<file path="src/rtl/id_ex_stage.sv">
// ID/EX pipeline register with load-use stall detection, write-back bypass and flush.
// Optional stall-cycle counter enabled by defining ID_EX_STALL_COUNT_EN.
module id_ex_stage #(
    parameter int DATA_W = 32,
    parameter int REG_AW = 5,
    parameter int CTRL_W = 8
) (
    input  logic              clk,
    input  logic              rst,
    input  logic              id_valid,
    input  logic [31:0]       id_instr,
    input  logic [DATA_W-1:0] id_pc_plus4,
    input  logic [CTRL_W-1:0] id_ctrl,
    input  logic [DATA_W-1:0] rf_read_data1,
    input  logic [DATA_W-1:0] rf_read_data2,
    input  logic              wb_reg_write,
    input  logic [REG_AW-1:0] wb_write_reg,
    input  logic [DATA_W-1:0] wb_write_data,
    input  logic              ex_flush,
    output logic              stall,
    output logic              ex_valid,
    output logic [CTRL_W-1:0] ex_ctrl,
    output logic [DATA_W-1:0] ex_pc_plus4,
    output logic [DATA_W-1:0] ex_rs_data,
    output logic [DATA_W-1:0] ex_rt_data,
    output logic [DATA_W-1:0] ex_imm,
    output logic [REG_AW-1:0] ex_rs,
    output logic [REG_AW-1:0] ex_rt,
    output logic [REG_AW-1:0] ex_dst,
    output logic [31:0]       stall_count
);

    localparam int CTRL_MEM_READ = 1;
    localparam int CTRL_REG_DST  = 5;

    logic [REG_AW-1:0] id_rs;
    logic [REG_AW-1:0] id_rt;
    logic [REG_AW-1:0] id_rd;
    logic [DATA_W-1:0] id_imm;
    logic              unused_opcode;

    assign id_rs         = id_instr[25:21];
    assign id_rt         = id_instr[20:16];
    assign id_rd         = id_instr[15:11];
    assign id_imm        = {{(DATA_W-16){id_instr[15]}}, id_instr[15:0]};
    assign unused_opcode = ^id_instr[31:26];

    logic              valid_q,   valid_d;
    logic [CTRL_W-1:0] ctrl_q,    ctrl_d;
    logic [DATA_W-1:0] pc_q,      pc_d;
    logic [DATA_W-1:0] rs_data_q, rs_data_d;
    logic [DATA_W-1:0] rt_data_q, rt_data_d;
    logic [DATA_W-1:0] imm_q,     imm_d;
    logic [REG_AW-1:0] rs_q,      rs_d;
    logic [REG_AW-1:0] rt_q,      rt_d;
    logic [REG_AW-1:0] dst_q,     dst_d;

    logic              ex_is_load;
    logic              dst_match;
    logic              stall_int;

    // Load-use: a load in EX whose destination feeds either source of the ID instruction.
    always_comb begin
        ex_is_load = valid_q & ctrl_q[CTRL_MEM_READ];
        dst_match  = (dst_q != '0) & ((dst_q == id_rs) | (dst_q == id_rt));
        stall_int  = ~rst & ex_is_load & id_valid & dst_match;
    end

    assign stall = stall_int;

    logic              rs_bypass;
    logic              rt_bypass;
    logic [DATA_W-1:0] rs_operand;
    logic [DATA_W-1:0] rt_operand;

    // The register file reads the old value when written in the same cycle, so patch it here.
    always_comb begin
        rs_bypass  = wb_reg_write & (wb_write_reg != '0) & (wb_write_reg == id_rs);
        rt_bypass  = wb_reg_write & (wb_write_reg != '0) & (wb_write_reg == id_rt);
        rs_operand = rs_bypass ? wb_write_data : rf_read_data1;
        rt_operand = rt_bypass ? wb_write_data : rf_read_data2;
    end

    always_comb begin
        valid_d   = 1'b0;
        ctrl_d    = '0;
        pc_d      = '0;
        rs_data_d = '0;
        rt_data_d = '0;
        imm_d     = '0;
        rs_d      = '0;
        rt_d      = '0;
        dst_d     = '0;
        if (!ex_flush && !stall_int && id_valid) begin
            valid_d   = 1'b1;
            ctrl_d    = id_ctrl;
            pc_d      = id_pc_plus4;
            rs_data_d = rs_operand;
            rt_data_d = rt_operand;
            imm_d     = id_imm;
            rs_d      = id_rs;
            rt_d      = id_rt;
            dst_d     = id_ctrl[CTRL_REG_DST] ? id_rd : id_rt;
        end
    end

    always_ff @(posedge clk) begin
        if (rst) begin
            valid_q   <= 1'b0;
            ctrl_q    <= '0;
            pc_q      <= '0;
            rs_data_q <= '0;
            rt_data_q <= '0;
            imm_q     <= '0;
            rs_q      <= '0;
            rt_q      <= '0;
            dst_q     <= '0;
        end else begin
            valid_q   <= valid_d;
            ctrl_q    <= ctrl_d;
            pc_q      <= pc_d;
            rs_data_q <= rs_data_d;
            rt_data_q <= rt_data_d;
            imm_q     <= imm_d;
            rs_q      <= rs_d;
            rt_q      <= rt_d;
            dst_q     <= dst_d;
        end
    end

    assign ex_valid    = valid_q;
    assign ex_ctrl     = ctrl_q;
    assign ex_pc_plus4 = pc_q;
    assign ex_rs_data  = rs_data_q;
    assign ex_rt_data  = rt_data_q;
    assign ex_imm      = imm_q;
    assign ex_rs       = rs_q;
    assign ex_rt       = rt_q;
    assign ex_dst      = dst_q;

`ifdef ID_EX_STALL_COUNT_EN
    logic [31:0] stall_count_q, stall_count_d;

    // Free-running wrap at 2^32 is intentional.
    always_comb begin
        stall_count_d = stall_count_q + {31'b0, stall_int};
    end

    always_ff @(posedge clk) begin
        if (rst) begin
            stall_count_q <= '0;
        end else begin
            stall_count_q <= stall_count_d;
        end
    end

    assign stall_count = stall_count_q;
`else
    assign stall_count = '0;
`endif

endmodule

</file>
<file path="config.mk">
export PLATFORM = sky130hd
export DESIGN_NAME = id_ex_stage
export DESIGN_NICKNAME = d
export VERILOG_FILES = /design/src/rtl/id_ex_stage.sv
export SDC_FILE = /design/constraint.sdc
export NUM_CORES = 1
export LEC_CHECK = 0
export CAP_MARGIN = 0
export CORE_AREA = 2 2 143 145
export DETAILED_ROUTE_END_ITERATION = 8
export DIE_AREA = 0 0 145 147
export PLACE_DENSITY = 0.79
export SYNTH_ARGS = -nofsm -noshare
export SYNTH_HDL_FRONTEND = slang
export SYNTH_SLANG_ARGS = --single-unit
</file>
<file path="constraint.sdc">
create_clock -name clk -period 3.13 [get_ports clk]
set_clock_uncertainty 0.1 [all_clocks]
set_input_delay 0.626 -clock clk [delete_from_list [all_inputs] [get_ports clk]]
set_output_delay 0.626 -clock clk [all_outputs]
set_load 0.05 [all_outputs]
</file>
==> results.ini <==
[logic_synthesis]
synth_edf_count = 0
synth.area.top_cells = dfxtp_1 42%, a221oi_2 14%, a211oi_1 8.3%
yosysSeqAreaShare = 0.423
synth.largest_area_cell = dfxtp_1
synth_top_area_frac = 0.423
synth_cells = 649
syn_area_per_cell_sq_um = 9.93
async_flop_share = 0
synth_ff_type = dfxtp_1
netlist_area_sq_um = 6440
synthDistinctLibCells = 28
yosysWarnings = 0
yosys_register_bits = 136

[route]
num_vias = 6205
first_pass_iters = 4
drtIter0Drc = 384
drcViolationCount = 0
drt-total-wl_um = 23600
dr_wl_met2_um = 11900
ant_nets = 0
wire_per_inst_um = 19.8
wl_met1_um = 9060
via_per_inst = 5.20
met3_length_um = 2150
highest_layer = met4

[timing]
period_needed_ns = 2.86
worst_slew_pin_slew_ns = 0.811
maxSlewHeadroom = 0.460
setup_viol = 0
setup_tns_ns = 0
grt_setup_unrepaired = false
min_period_over_period = 0.914
slew_violations = 0
max_freq_mhz = 350
final_hold_viol_count = 0
fin_ws_ns = 0.270

[finish]
mostFrequentLayoutCells = 323 x clkdlybuf4s50_1, 136 x dfxtp_1, 71 x a211oi_1, 66 x inv_1
area_growth_pct = 60.4
layout-drive-gt1-share = 0.133
fillers = 1762
instances_no_fill = 1194
layout_commonest_cell = clkdlybuf4s50_1
stdcell_area_sq_um = 10300
layout.nets = 1088

[placement]
postPlaceCellArea_sq_um = 9740
port_buffers = 324
gp_congestion = 0.813
dp_hpwl_um = 16200
dp_slack_ns = 0.293
placed_cells = 1161

[clock_network]
root_buffer = clkbuf_16
cts_buffers = 17
cts_setup_buffers = 0
clkLatencyLatePin_ns = 0.41
path_clk_slew_ns = 0.07
cts_tree = done
clock_path_buffers = 2
ctsResizeCount = 0
cts-hold-fix-buffers = 0
htreeDepth = 4
clock_sinks = 136

[outcome]
outcome = finished clean

[floorplanning]
dieArea_sq_um = 21300
rows = 52
start_util = 0.325
die_h_um = 147
core_area_sq_um = 19800
die_width_um = 145
io_pins = 363

[critical_path]
required_ns = 2.40
reg2reg_slack_ns = 0.99
worstPathArrival_ns = 2.13
critical_path_class = in -> out
cp-start-kind = input port
end_kind = output pin
crit_fanout = 3

[pwr]
ir_drop_v = 0.000340
leakagePower_nw = 3.70
p_total_mw = 4.87
power_density_nw_per_um2 = 471

[run]
drv_cap = 0

[grt]
grt-ovfl-total = 0
grt.total_usage = 0.212
first_global_vias = 6101
antenna_found_initial = 2
grt_max_degree = 137
grt_pass1_wl_um = 35500

[hold_path]
hp-class = in -> reg

==> flip-flops by register name (all words and copies together), names as in the netlist <==
signal,cells
ex_imm,16
ex_rt_data,32
ex_rs,5
ex_ctrl,8
ex_valid,1
ex_rt,5
ex_pc_plus4,32
ex_rs_data,32
ex_dst,5
==> worst max-delay path, cell delays in order <==
cell and delay [ns]:
clkdlybuf4s50_1 0.60, xnor2_1 0.15, nand3_1 0.15, o22ai_4 0.23, and2_1 0.22, buf_12 0.15
==> metal layers <==
layer  GRT usage  up-vias
met3      0.0761       34
met2       0.375      335
met1       0.237     2944
li1            -     2892
met4      0.0743        0
met5           0        -
==> worst paths after layout <==
kind | start | to | cells after the start
setup / recovery | id_instr[21] | stall | 6
hold / removal | id_pc_plus4[3] | ex_pc_plus4[3] | 3
setup reg to reg | ex_dst[1] | ex_rt_data[25] | 5
hold reg to reg | ex_valid | ex_valid | 4
==> kinds of logic after synthesis <==
| kind of cell | after synthesis | synth area share |
|---|---|---|
| compound gates | 204 | 0.309 |
| buf+inv | 201 | 0.155 |
| flops | 136 | 0.423 |
| simple gates | 82 | 0.0783 |
| xor+xnor | 20 | 0.0272 |
| mux | 5 | 0.00777 |
| other cells | 1 | 0.000582 |
==> final cells by class <==
cell class	count	area, sq um	share of cell area
multi-input cells	343	2880	0.278
diodes	1	2.50	0.000242
clock inverters	14	153	0.0148
well taps	270	338	0.0327
clock buffers	18	439	0.0425
repair buffers	346	3560	0.344
flip-flops and latches	136	2720	0.263
inverters	66	248	0.0240
==> through the flow <==
stage | util | hold WS [ns]
finish | 0.521 | 0.627
global route | 0.521 | 0.627
CTS | 0.521 | 0.608
detailed placement | 0.491 | 0.997
global placement | 0.491 | 0.980
floorplan | - | 0.640
==> synth_stat cells (5+ instances only) <==
master	n
buf_1	14
a221oi_2	60
o31ai_1	64
inv_1	66
clkbuf_1	52
nand4_1	64
xnor2_1	20
mux2i_1	5
buf_4	48
buf_6	6
a211oi_1	71
dfxtp_1	136
buf_2	15
==> power by group <==
group | switching, mW | total, mW | internal (mW)
sequential | 0.0171 | 1.80 | 1.78
clock | 0.877 | 2.03 | 1.15
combinational | 0.637 | 1.04 | 0.401
total | 1.53 | 4.87 | 3.33
(Power assumes the default switching activity.)
